**config.mk**
```make
export PLATFORM = sky130hd
export DESIGN_NAME = norm_writer
export DESIGN_NICKNAME = d
export VERILOG_FILES = /design/src/rtl/norm_writer.sv
export SDC_FILE = /design/constraint.sdc
export NUM_CORES = 1
export LEC_CHECK = 0
export ABC_AREA = 1
export CAP_MARGIN = 20
export CORE_MARGIN = 1.5
export CORE_UTILIZATION = 45
export CTS_CLUSTER_SIZE = 24
export DETAILED_ROUTE_END_ITERATION = 16
export DONT_BUFFER_PORTS = 1
export PLACE_DENSITY = 0.58
export SLEW_MARGIN = 10
export SYNTH_ARGS = -nofsm -noshare
export SYNTH_HDL_FRONTEND = slang
export SYNTH_SLANG_ARGS = --single-unit
```
**constraint.sdc**
```tcl
create_clock -name clk -period 2.4 [get_ports clk]
set_input_delay 0.48 -clock clk [delete_from_list [all_inputs] [get_ports clk]]
set_output_delay 0.48 -clock clk [all_outputs]
set_load 0.05 [all_outputs]
```
**src/rtl/norm_writer.sv**
```systemverilog
// rtl/norm_writer.sv - frame buffer with max tracking between crop filter and normalizing reader
//
// Captures one OUT_ROWS*OUT_COLS frame of 8-bit pixels from an AXI-Stream slave,
// tracks its maximum pixel, then replays the frame in capture order on an
// AXI-Stream master.
//
// Ports:
//   clk, srst                 clock, synchronous active-high reset
//   ap_start/ap_ready/ap_done  pipeline start/ready/done handshake
//   s_axis_t{valid,ready,data,last}  pixel input stream (crop filter)
//   m_axis_t{valid,ready,data}       pixel replay stream (reader stage)
//   norm_denominator, norm_valid     frame max (clamped >=1) and its qualifier
//   err_tlast                        sticky tlast-position mismatch flag

module norm_writer #(
  parameter int OUT_ROWS = 10,
  parameter int OUT_COLS = 10
) (
  input  logic       clk,
  input  logic       srst,
  input  logic       ap_start,
  output logic       ap_ready,
  output logic       ap_done,
  input  logic       s_axis_tvalid,
  output logic       s_axis_tready,
  input  logic [7:0] s_axis_tdata,
  input  logic       s_axis_tlast,
  output logic       m_axis_tvalid,
  input  logic       m_axis_tready,
  output logic [7:0] m_axis_tdata,
  output logic [7:0] norm_denominator,
  output logic       norm_valid,
  output logic       err_tlast
);

  localparam int N  = OUT_ROWS * OUT_COLS;
  localparam int AW = (N > 1) ? $clog2(N) : 1;
  localparam logic [AW:0] LAST_IDX = (AW+1)'(N - 1);
  localparam logic [AW:0] N_CNT    = (AW+1)'(N);

  typedef enum logic [1:0] {
    S_IDLE    = 2'd0,
    S_CAPTURE = 2'd1,
    S_REPLAY  = 2'd2
  } state_e;

  state_e      state_q, state_d;

  logic [AW:0] wr_cnt_q;
  logic [AW:0] rd_addr_q;
  logic [AW:0] rd_cnt_q;
  logic [7:0]  max_q;
  logic [7:0]  den_q;
  logic        norm_valid_q;
  logic        err_q;
  logic        done_q;

  logic [7:0]  mem [N];
  logic [7:0]  rdata_q;
  logic        rd_pend_q;

  // Two-entry skid buffer; skid0_q is always the head presented on m_axis_tdata.
  logic [1:0]  skid_cnt_q;
  logic [7:0]  skid0_q;
  logic [7:0]  skid1_q;

  logic        start_acc;
  logic        cap_beat;
  logic        cap_last;
  logic [7:0]  cap_max;
  logic        out_pop;
  logic        out_last;
  logic [1:0]  fill_next;
  logic        rd_issue;

  assign ap_ready         = (state_q == S_IDLE);
  assign ap_done          = done_q;
  assign s_axis_tready    = (state_q == S_CAPTURE);
  assign m_axis_tvalid    = (state_q == S_REPLAY) && (skid_cnt_q != 2'd0);
  assign m_axis_tdata     = skid0_q;
  assign norm_denominator = den_q;
  assign norm_valid       = norm_valid_q;
  assign err_tlast        = err_q;

  assign start_acc = (state_q == S_IDLE) && ap_start;
  assign cap_beat  = (state_q == S_CAPTURE) && s_axis_tvalid;
  assign cap_last  = cap_beat && (wr_cnt_q == LAST_IDX);
  assign cap_max   = (s_axis_tdata > max_q) ? s_axis_tdata : max_q;
  assign out_pop   = m_axis_tvalid && m_axis_tready;
  assign out_last  = out_pop && (rd_cnt_q == LAST_IDX);

  // Occupancy the skid buffer will have next cycle, counting the read in flight.
  // A new read is issued only if that leaves room for its data one cycle later.
  assign fill_next = skid_cnt_q - {1'b0, out_pop} + {1'b0, rd_pend_q};
  assign rd_issue  = (state_q == S_REPLAY) && (rd_addr_q < N_CNT) && (fill_next <= 2'd1);

  always_comb begin
    state_d = state_q;
    case (state_q)
      S_IDLE:    if (ap_start) state_d = S_CAPTURE;
      S_CAPTURE: if (cap_last) state_d = S_REPLAY;
      S_REPLAY:  if (out_last) state_d = S_IDLE;
      default:   state_d = S_IDLE;
    endcase
  end

  // Frame RAM: write port in CAPTURE, registered read port in REPLAY.
  always_ff @(posedge clk) begin
    if (cap_beat) begin
      mem[wr_cnt_q[AW-1:0]] <= s_axis_tdata;
    end
    if (rd_issue) begin
      rdata_q <= mem[rd_addr_q[AW-1:0]];
    end
  end

  always_ff @(posedge clk) begin
    if (srst) begin
      state_q      <= S_IDLE;
      wr_cnt_q     <= '0;
      rd_addr_q    <= '0;
      rd_cnt_q     <= '0;
      max_q        <= 8'd0;
      den_q        <= 8'd1;
      norm_valid_q <= 1'b0;
      err_q        <= 1'b0;
      done_q       <= 1'b0;
      rd_pend_q    <= 1'b0;
      skid_cnt_q   <= 2'd0;
      skid0_q      <= 8'd0;
      skid1_q      <= 8'd0;
    end else begin
      state_q   <= state_d;
      done_q    <= out_last;
      rd_pend_q <= rd_issue;

      if (start_acc) begin
        wr_cnt_q     <= '0;
        rd_addr_q    <= '0;
        rd_cnt_q     <= '0;
        max_q        <= 8'd0;
        err_q        <= 1'b0;
        norm_valid_q <= 1'b0;
        skid_cnt_q   <= 2'd0;
      end

      if (cap_beat) begin
        wr_cnt_q <= wr_cnt_q + 1'b1;
        max_q    <= cap_max;
        // tlast must be high on the final beat and only there.
        if (s_axis_tlast != (wr_cnt_q == LAST_IDX)) begin
          err_q <= 1'b1;
        end
      end

      if (cap_last) begin
        den_q        <= (cap_max == 8'd0) ? 8'd1 : cap_max;
        norm_valid_q <= 1'b1;
      end

      if (rd_issue) begin
        rd_addr_q <= rd_addr_q + 1'b1;
      end

      if (out_pop) begin
        rd_cnt_q <= rd_cnt_q + 1'b1;
      end

      if (rd_pend_q && out_pop) begin
        if (skid_cnt_q == 2'd2) begin
          skid0_q <= skid1_q;
          skid1_q <= rdata_q;
        end else begin
          skid0_q <= rdata_q;
        end
      end else if (out_pop) begin
        skid0_q    <= skid1_q;
        skid_cnt_q <= skid_cnt_q - 2'd1;
      end else if (rd_pend_q) begin
        if (skid_cnt_q == 2'd0) begin
          skid0_q <= rdata_q;
        end else begin
          skid1_q <= rdata_q;
        end
        skid_cnt_q <= skid_cnt_q + 2'd1;
      end
    end
  end

endmodule

```
==> results.yml, run 1 <==
setup_path:
  crit_arrival_ns: 2.76
  critical_path.slowest_cell: "dfxtp_4"
  cp-end-kind: "flip-flop"
  crit_type: "flip-flop to flip-flop"
  ff2ff_path_depth: 13
  cp_top_family: "simple AND/OR/NAND/NOR gates"
  r2r-start: "rd_addr_q[0]"
  ff2ff_setup_slack_ns: 0.03
  cp_max_fo: 21
  crit_path_start_kind: "flip-flop"
  crit_chain: "buf_12 > buf_12 > buf_4 > nor2_1 > nor2_1 > o21ai_0 > o21ai_1 > o211ai_1 > nand2_2 > nand3_4 > nand3_2 > nand2_1 > nand2_1"
  cp.required_ns: 2.79
  max_stage_delay_ns: 0.39
  path_buf_inv: 3
  timing.rr.end: "rdata_q[7]"
grt:
  overflow: 0
  antenna_found_initial: 1
  grt_pass1_wl_mm: 145
  grt_pass1_vias: 23212
  grt_max_degree: 101
  track_usage_pct: 23.7
min_path:
  hold_end: "err_tlast"
  hold_class: "primary input to flip-flop"
  min_path_cells: 2
  hp-start: "s_axis_tlast"
final_layout:
  syn_to_final_growth_pct: 16.2
  drive_above_1_share_pct: 13.2
  multiInputGateArea_um2: 8750
  n_fill_cell: 6583
  final_cells: 4224
  seqCellArea_um2: 25600
  num-nets-final: 3138
  design_area_um2: 41300
yosys:
  synth-seq-cells: 872
  ys.flop_type: "edfxtp_1"
  synth_nets: 2999
  synth.avg_cell_area_um2: 12.0
  synth_common_cells: "edfxtp_1 (808), nor2_1 (649), o21ai_0 (358), nand2_1 (301), nand3_1 (119)"
  yosys_warnings: 0
  synth-compound-area-share_pct: 11.4
  synth_area_leader_cell: "edfxtp_1"
  ys_seq_area_share_pct: 71.9
  async_reset_ff_share_pct: 0
  synthAdderAreaFrac_pct: 0.493
  syn_area_um2: 35500
  netlist_instances: 2971
  synth_edf_count: 808
  synth_top_area_share_pct: 68.3
  synth_area_leaders: "edfxtp_1 (68%), nor2_1 (6.9%), o21ai_0 (5.0%)"
  synthDistinctLibCells: 46
  synthSimpleGateAreaFrac_pct: 12.4
  yosysMostFrequentCell: "edfxtp_1"
  synth_mux_area_share_pct: 0
  synth_top_family_by_area: "simple AND/OR/NAND/NOR gates"
  synth_xor_area_share_pct: 0.123
route:
  ant_nets: 0
  detailedRoute.firstIterationViolations: 2335
  vias: 23862
  vias_per_cell: 5.65
  remaining_drc_errors: 0
  wl_mm: 96.1
  drt-pass1-iter-count: 6
  avgRoutedWirePerCell_um: 22.8
pwr:
  pwr_density_cell_nw_per_um2: 769
  power_leakage_nw: 14.0
  worst_ir_drop_vdd_mv: 0.443
  total_power_mw: 31.7
clock_network:
  numCtsBuffers: 91
  clkSlewWorstSetupHoldPaths_ns: 0.06
  cts.sinks: 872
  cts-root-buf: "clkbuf_16"
  cts_tree: "built"
  clock_path_buffers: 3
  h-tree-depth: 3
  insertion_delay_ns: 0.65
placement:
  gp_congestion: 0.860
  port_buffers: 0
  placed_cells: 4046
  placed_cell_area_um2: 37800
  hpwlAfterDp_mm: 55.6
  place_ws_ns: -0.0588
timing:
  worstMarginPinSlew_ns: 0.612
  relSlewSlack_pct: 59.2
  rsz0062_at_grt: "false"
  fin_crit_sh_pct: 98.6
  finalCriticalPeriod_ns: 2.37
  hold_viol_final: 0
  skew_ns: 0.0228
  worst_slack_ns: 0.0338
  hold-worst-slack_ns: 0.0504
  drv_slew: 0
  setup_viol: 0
  max_freq_mhz: 423
die:
  start_util_pct: 45.7
  rows: 102
  die_h_um: 284
  core-area_um2: 77800
  io_pins: 36
  die_w_um: 284
  die-area_um2: 80700
flow_run:
  maxCapViolations: 0
run_status:
  outcome: "finished clean"
## power breakdown
part           total, mW  internal, mW  switching [mW]
combinational      0.512         0.105           0.407
sequential          16.6          16.6         0.00886
clock               14.6          8.69            5.92
## cell families (layout without fill, tap and decap cells)
| family | count (synthesis) | count (layout) |
|---|---|---|
| AOI/OAI and AO/OA | 713 | 713 |
| xor gates and xnor gates | 5 | 5 |
| other | 0 | 2 |
| DFF | 872 | 872 |
| adders and majority gates | 14 | 14 |
| buffers and inverters | 264 | 475 |
| and+or+nand+nor | 1103 | 1103 |
## cell type report
type / count / share of cell area (%)
antenna: 2 / 0.0121
clock buffer: 109 / 5.83
clock inverter: 56 / 1.70
inverter: 76 / 0.715
multi-input combinational: 1835 / 21.2
sequential: 872 / 61.9
tap: 1040 / 3.15
timing repair buffer: 234 / 5.50
## repair_timing
action	in CTS	in global routing
hold buffers	9	0
gates cloned	0	1
setup buffers	0	1
endpoints found under the hold margin	835	0
gates resized for setup	5	11
setup endpoints to repair	2	8
pin swaps	2	5
## flip-flops by register name, summed over array words and instances, names as in the netlist
name / count
mem: 800
m_axis_tdata: 8
max_q: 8
norm_denominator: 8
rd_addr_q: 8
rd_cnt_q: 8
rdata_q: 8
skid1_q: 8
wr_cnt_q: 8
skid_cnt_q: 2
state_q: 2
ap_done: 1
err_tlast: 1
norm_valid: 1
rd_pend_q: 1
## worst max-delay path by stage
stage | start | to | slack [ns] | depth (start not counted)
finish | rd_addr_q[0] | rdata_q[7] | 0.03 | 13
global route | rd_addr_q[0] | rdata_q[5] | 0.002 | 11
CTS | rd_addr_q[0] | rdata_q[7] | 0.03 | 13
detailed placement | rd_addr_q[0] | rdata_q[7] | -0.06 | 13
global placement | rd_addr_q[0] | rdata_q[5] | -0.03 | 11
floorplan | state_q[1] | rd_addr_q[2] | -0.03 | 13
## metal layers
layer  share of wire (%)  track usage, %  wire (µm)
met4                 3.3            8.79       3160
met3                 7.6            4.17       7310
met1                  43            33.2      41400
met5                   0               0          0
met2                  46            37.2      44300
## stage by stage
| stage | TNS (ns) | util, % |
|---|---|---|
| after floorplan | -0.0379 | - |
| after global placement | -0.0315 | 48.6 |
| after detailed placement | -0.0950 | 48.6 |
| after CTS | 0 | 52.9 |
| after global routing | 0 | 53.0 |
| final | 0 | 53.0 |
## layout by cell type (no fill, tap or decap), types with 5 or more instances in the layout
master,count
bufinv_16,14
inv_2,5
o211ai_1,98
o22ai_1,88
a21oi_1,63
nand3b_1,6
nand3_1,113
ha_1,13
a211oi_1,9
dfxtp_1,58
o221ai_1,9
edfxtp_1,808
inv_1,65
nand3_2,6
buf_16,10
clkbuf_1,14
o21ai_1,70
clkinv_2,16
clkbuf_16,94
buf_4,198
clkinvlp_4,8
o21ai_0,356
buf_12,23
nand2_1,300
nor3_1,7
clkinv_1,13
nor2_1,645
nor2_4,7
No activity file was read; power rests on OpenSTA's default activity.
==> inputs of run 2 (changes only) <==
--- a/config.mk
+++ b/config.mk
@@ -13,7 +13,6 @@
 export DETAILED_ROUTE_END_ITERATION = 16
 export DONT_BUFFER_PORTS = 1
 export PLACE_DENSITY = 0.58
-export SLEW_MARGIN = 10
 export SYNTH_ARGS = -nofsm -noshare
 export SYNTH_HDL_FRONTEND = slang
 export SYNTH_SLANG_ARGS = --single-unit
==> results of run 2 <==
The final DEF is identical to that of run 1; final timing and power are the same.
